<file path="src/rtl/memory_arbiter_pkg.sv">
// Shared constants and types for the memory arbiter: word size, default
// memory latency, FSM state encoding and the round-robin grant helper.
package memory_arbiter_pkg;

    localparam int WORD_SIZE_DEFAULT   = 16;
    localparam int MEM_LATENCY_DEFAULT = 2;
    // Wide enough for the largest legal latency (15).
    localparam int CNT_W               = 4;

    typedef enum logic [1:0] {
        ST_IDLE   = 2'b00,
        ST_BUSY_I = 2'b01,
        ST_BUSY_D = 2'b10,
        ST_DONE   = 2'b11
    } state_t;

    typedef enum logic {
        GRANT_I = 1'b0,
        GRANT_D = 1'b1
    } grant_t;

    // Round-robin pick: on a tie, serve whoever was not served last.
    function automatic grant_t pick_grant(input logic i_req, input logic d_req,
                                          input grant_t last);
        if (i_req && d_req)
            return (last == GRANT_I) ? GRANT_D : GRANT_I;
        else if (d_req)
            return GRANT_D;
        else
            return GRANT_I;
    endfunction

endpackage

</file>
<file path="src/rtl/memory_arbiter_counter.sv">
// Loadable down-counter with zero flag; times the memory latency window.
module mem_latency_counter
    import memory_arbiter_pkg::*;
#(
    parameter int W = CNT_W
) (
    input  logic         clk,
    input  logic         reset,
    input  logic         load,
    input  logic [W-1:0] load_value,
    input  logic         dec,
    output logic         zero
);

    logic [W-1:0] count;

    // Load has priority; decrement saturates at zero.
    always_ff @(posedge clk or posedge reset) begin
        if (reset)
            count <= '0;
        else if (load)
            count <= load_value;
        else if (dec && (count != '0))
            count <= count - 1'b1;
    end

    assign zero = (count == '0);

endmodule

</file>
<file path="src/rtl/memory_arbiter.sv">
// Two-port (instruction fetch / data) arbiter in front of a single
// fixed-latency memory. One access at a time; ties resolved round-robin.
module memory_arbiter
    import memory_arbiter_pkg::*;
#(
    parameter int WORD_SIZE   = WORD_SIZE_DEFAULT,
    parameter int MEM_LATENCY = MEM_LATENCY_DEFAULT
) (
    input  logic                 clk,
    input  logic                 reset,
    // instruction port
    input  logic                 i_readM,
    input  logic [WORD_SIZE-1:0] i_address,
    output logic [WORD_SIZE-1:0] i_data,
    output logic                 i_done,
    // data port
    input  logic                 d_readM,
    input  logic                 d_writeM,
    input  logic [WORD_SIZE-1:0] d_address,
    input  logic [WORD_SIZE-1:0] d_wdata,
    output logic [WORD_SIZE-1:0] d_rdata,
    output logic                 d_done,
    // memory side
    output logic                 m_readM,
    output logic                 m_writeM,
    output logic [WORD_SIZE-1:0] m_address,
    output logic [WORD_SIZE-1:0] m_wdata,
    input  logic [WORD_SIZE-1:0] m_rdata,
    output logic                 busy
);

    // Counter is loaded with LATENCY-1 so BUSY lasts exactly MEM_LATENCY cycles.
    localparam logic [CNT_W-1:0] LOAD_VAL = CNT_W'(MEM_LATENCY - 1);

    state_t               state, next_state;
    grant_t               last_grant, grant;
    logic                 i_req, d_req, any_req;
    logic                 cnt_load, cnt_dec, cnt_zero;
    logic                 lat_write;
    logic [WORD_SIZE-1:0] lat_addr, lat_wdata;

    assign i_req    = i_readM;
    assign d_req    = d_readM | d_writeM;
    assign any_req  = i_req | d_req;
    assign grant    = pick_grant(i_req, d_req, last_grant);
    assign cnt_load = (state == ST_IDLE) && any_req;
    assign cnt_dec  = (state == ST_BUSY_I) || (state == ST_BUSY_D);

    mem_latency_counter #(.W(CNT_W)) u_counter (
        .clk        (clk),
        .reset      (reset),
        .load       (cnt_load),
        .load_value (LOAD_VAL),
        .dec        (cnt_dec),
        .zero       (cnt_zero)
    );

    // State register.
    always_ff @(posedge clk or posedge reset) begin
        if (reset)
            state <= ST_IDLE;
        else
            state <= next_state;
    end

    // Next-state: arbitrate only in IDLE, finish when the latency count expires.
    always_comb begin
        next_state = state;
        case (state)
            ST_IDLE: begin
                if (any_req)
                    next_state = (grant == GRANT_D) ? ST_BUSY_D : ST_BUSY_I;
            end
            ST_BUSY_I, ST_BUSY_D: begin
                if (cnt_zero)
                    next_state = ST_DONE;
            end
            ST_DONE:  next_state = ST_IDLE;
            default:  next_state = ST_IDLE;
        endcase
    end

    // Request latch at grant, read-data capture on the final BUSY edge.
    // m_rdata only ever lands in a register, never on an output directly.
    always_ff @(posedge clk or posedge reset) begin
        if (reset) begin
            last_grant <= GRANT_I;
            lat_write  <= 1'b0;
            lat_addr   <= '0;
            lat_wdata  <= '0;
            i_data     <= '0;
            d_rdata    <= '0;
        end else begin
            if (cnt_load) begin
                last_grant <= grant;
                lat_addr   <= (grant == GRANT_D) ? d_address : i_address;
                // read+write together is treated as a write
                lat_write  <= (grant == GRANT_D) && d_writeM;
                lat_wdata  <= ((grant == GRANT_D) && d_writeM) ? d_wdata : '0;
            end
            if ((state == ST_BUSY_I) && cnt_zero)
                i_data <= m_rdata;
            if ((state == ST_BUSY_D) && cnt_zero && !lat_write)
                d_rdata <= m_rdata;
        end
    end

    // Outputs decoded from state; memory strobes only while BUSY.
    always_comb begin
        busy      = (state != ST_IDLE);
        m_readM   = 1'b0;
        m_writeM  = 1'b0;
        m_address = '0;
        m_wdata   = '0;
        i_done    = 1'b0;
        d_done    = 1'b0;
        case (state)
            ST_BUSY_I: begin
                m_readM   = 1'b1;
                m_address = lat_addr;
                m_wdata   = lat_wdata;
            end
            ST_BUSY_D: begin
                m_readM   = !lat_write;
                m_writeM  = lat_write;
                m_address = lat_addr;
                m_wdata   = lat_wdata;
            end
            ST_DONE: begin
                i_done = (last_grant == GRANT_I);
                d_done = (last_grant == GRANT_D);
            end
            default: ;
        endcase
    end

endmodule

</file>
<file path="config.mk">
export PLATFORM = sky130hd
export DESIGN_NAME = memory_arbiter
export DESIGN_NICKNAME = d
export VERILOG_FILES = /design/src/rtl/memory_arbiter_pkg.sv /design/src/rtl/memory_arbiter_counter.sv /design/src/rtl/memory_arbiter.sv
export SDC_FILE = /design/constraint.sdc
export NUM_CORES = 1
export LEC_CHECK = 0
export CORE_AREA = 2 2 88 90
export DETAILED_ROUTE_END_ITERATION = 10
export DIE_AREA = 0 0 90 92
export MAX_ROUTING_LAYER = met4
export PLACE_DENSITY = 0.83
export SYNTH_ARGS = -nofsm -noshare
export SYNTH_HDL_FRONTEND = slang
export SYNTH_SLANG_ARGS = --single-unit
export TNS_END_PERCENT = 1
</file>
<file path="constraint.sdc">
create_clock -name clk -period 4.5 [get_ports clk]
set_input_delay 1.125 -clock clk [delete_from_list [all_inputs] [get_ports clk]]
set_output_delay 1.125 -clock clk [all_outputs]
set_load 0.01 [all_outputs]
</file>
==> flow_metrics.env <==
export IMPL_outcome="completed"
export IMPL_synth_area_um2=3270
export IMPL_clk_pin_slew_ns=0.08
export IMPL_grt_pass1_wl_um=12600
export IMPL_holdPathEnd="lat_wdata[10]$_DFFE_PP0N_"
export IMPL_grt_max_degree=38
export IMPL_clk_insertion_delay_late_ns=0.34
export IMPL_start_util=0.440
export IMPL_cts_sinks=72
export IMPL_syn_nets=362
export IMPL_cts_tree="done"
export IMPL_reg2regPathDepth=6
export IMPL_yosysTopAreaCellShare=0.550
export IMPL_yosysUniqueCellTypes=36
export IMPL_cts_setup_buffers=0
export IMPL_critPathLaunchType="flop"
export IMPL_leakagePower_nw=2.06
export IMPL_hpwl_um=5630
export IMPL_fill_cells=580
export IMPL_diodes=0
export IMPL_antenna_found_initial=0
export IMPL_multiInputGateArea_um2=1360
export IMPL_powerDensity_nw_per_um2=726
export IMPL_cp_arrival_ns=2.54
export IMPL_fin_skew_ns=0.0152
export IMPL_synthTopCellsByArea="dfrtp_1, mux2_2, and2_1, a22o_1, nand2_1"
export IMPL_setup_violations_final=0
export IMPL_p_total_mw=3.55
export IMPL_hold_start="lat_wdata[10]$_DFFE_PP0N_"
export IMPL_rsz0062_at_grt="no"
export IMPL_cp_end_kind="output pin"
export IMPL_avgViaCountPerCell=4.90
export IMPL_drc=0
export IMPL_wl_um=7660
export IMPL_place_congestion=0.773
export IMPL_grt_total_usage=0.195
export IMPL_max_cap_viol_count=0
export IMPL_wl_per_cell_um=14.6
export IMPL_peakVddDrop_v=0.000359
export IMPL_holdPathStages=1
export IMPL_fp_coreArea_um2=7450
export IMPL_syn_avg_cell_area_um2=11.4
export IMPL_timing_final_crit_period_ns=3.66
export IMPL_max_freq_ghz=0.273
export IMPL_drive_gt1_frac=0.135
export IMPL_cp_max_fo=25
export IMPL_cts_buffers=9
export IMPL_tightest_slew_ns=0.837
export IMPL_required_ns=3.38
export IMPL_grt_pass1_vias=2588
export IMPL_root_buffer="clkbuf_8"
export IMPL_rr_startpoint="state[0]$_DFFE_PP0P_"
export IMPL_hold_viol_final=0
export IMPL_numPortBuffers=137
export IMPL_htree_levels=3
export IMPL_period_share=0.814
export IMPL_ctsResizeCount=0
export IMPL_vias=2565
export IMPL_cts_hold_buf=0
export IMPL_hold_path_class="flop to flop"
export IMPL_relSlewSlack=0.442
export IMPL_syn_instance_count=286
export IMPL_seq_area_frac_synth=0.550
export IMPL_yosys_area_top_type="dfrtp_1"
export IMPL_ant_nets=0
export IMPL_drv_slew=0
export IMPL_yosysWarnings=0
export IMPL_regArea_um2=1800
export IMPL_die_area_um2=8280
export IMPL_rows=32
export IMPL_drtPass1Iterations=4
export IMPL_gr_total_overflow=0
export IMPL_area_delta_synth_final_pct=49.5
export IMPL_r2r_end="u_counter.count[3]$_DFFE_PP0P_"
export IMPL_synth_seq_cells=72
export IMPL_finalSetupTns_ns=0
export IMPL_cts_buffer_depth=2
export IMPL_num_io_pins=138
export IMPL_critPathKind="flop to output pin"
export IMPL_nets=493
export IMPL_die_y_um=92
export IMPL_drt_iter0_markers=86
export IMPL_r2r_slack_ns=2.00
export IMPL_dieWidth_um=90
## layout by cell type (no fill, tap or decap), types with 2 or more instances in the layout
master | netlist | routed
a22o_1 | 16 | 16
ha_1 | 7 | 7
dfrtp_1 | 72 | 72
nor2b_1 | 2 | 2
a21oi_1 | 5 | 5
nor2_1 | 17 | 17
a31oi_1 | 16 | 16
buf_4 | 1 | 3
mux2i_1 | 2 | 2
clkbuf_1 | 9 | 2
clkinv_4 | 0 | 2
clkbuf_8 | 0 | 9
mux2_2 | 32 | 32
inv_1 | 6 | 5
clkinv_2 | 0 | 2
nand2_1 | 36 | 36
and2_1 | 35 | 35
clkdlybuf4s50_1 | 0 | 137
## synth_stat cells, drive strengths merged
library cell and n:
mux2 33, o31ai 1, buf 10, dfrtp 72
nor3 1, inv 6, or3 1, a21bo 1
nor2 17, o21ai 2, mux2i 2, a2bb2oi 1
nand4b 1, nor3b 1, clkbuf 10, a311oi 1
and2 35, a22o 16, or4b 1, nand2 36
a31oi 16, nor2b 2, ha 7, and3 1
a21oi 6, o21a 1, a21o 1, o2bb2ai 1
o31a 1, or3b 1, a22oi 1
## how the worst max path moves through the flow
stage,from,end,cells past startpoint
2_1_floorplan,reset,d_rdata[0]$_DFFE_PP0P_,1
3_3_place_gp,state[0]$_DFFE_PP0P_,m_wdata[15],5
3_5_place_dp,state[0]$_DFFE_PP0P_,m_address[13],5
4_1_cts,state[0]$_DFFE_PP0P_,m_address[13],5
5_1_grt,state[0]$_DFFE_PP0P_,m_address[14],5
6_report,state[0]$_DFFE_PP0P_,m_wdata[15],5
## critical path: stages, from the launching register on
cell and delay, ns:
dfrtp_1 0.41, inv_1 0.11, ha_1 0.63, buf_4 0.34, and2_1 0.18, clkdlybuf4s50_1 0.54
## cell families (layout without fill, tap and decap cells)
kind of cell	count (synthesis)	in the layout	synth area share
flops	72	72	0.550
compound gates	49	49	0.119
simple gates	97	97	0.149
mux	35	35	0.120
fa+ha+maj	7	7	0.0268
buf+inv	26	162	0.0348
## flip-flops by register name (all words and copies together) (netlist names)
signal and count:
d_rdata 16, state 2, u_counter.count 4, lat_write 1
last_grant 1, i_data 16, lat_wdata 16, lat_addr 16
## report_power, final
part | internal [mW] | total [mW] | switching [mW]
Combinational | 1.10 | 1.92 | 0.821
Sequential | 0.967 | 1.14 | 0.171
Clock | 0.257 | 0.488 | 0.231
Total | 2.33 | 3.55 | 1.22
## layer usage
layer / up-vias / wire length, um / share of wire / global-route usage
li1: 1243 / - / - / -
met1: 1208 / 3490 / 0.45 / 0.255
met2: 105 / 3620 / 0.47 / 0.312
met3: 9 / 473 / 0.062 / 0.0362
met4: 0 / 84 / 0.011 / 0.0615
met5: - / 0 / 0 / -
## cell type report
type | instances | share of cell area
flip-flops and latches | 72 | 0.368
repair buffers | 140 | 0.285
multi-input cells | 188 | 0.277
clock buffers | 11 | 0.0269
well taps | 102 | 0.0261
clock inverters | 5 | 0.0118
inverters | 6 | 0.00460
## per-stage QoR
stage / std cells / cell area (um2) / setup WS, ns / hold WS [ns] / utilization
3_3_place_gp: 508 / 4700 / 1.34 / 0.473 / 0.632
6_report: 524 / 4890 / 0.836 / 0.503 / 0.657
5_1_grt: 524 / 4890 / 0.656 / 0.517 / 0.657
2_1_floorplan: 286 / 3270 / 1.55 / 0.464 / -
3_5_place_dp: 508 / 4700 / 1.19 / 0.485 / 0.632
4_1_cts: 524 / 4890 / 0.825 / 0.506 / 0.657
(Power assumes the default switching activity.)
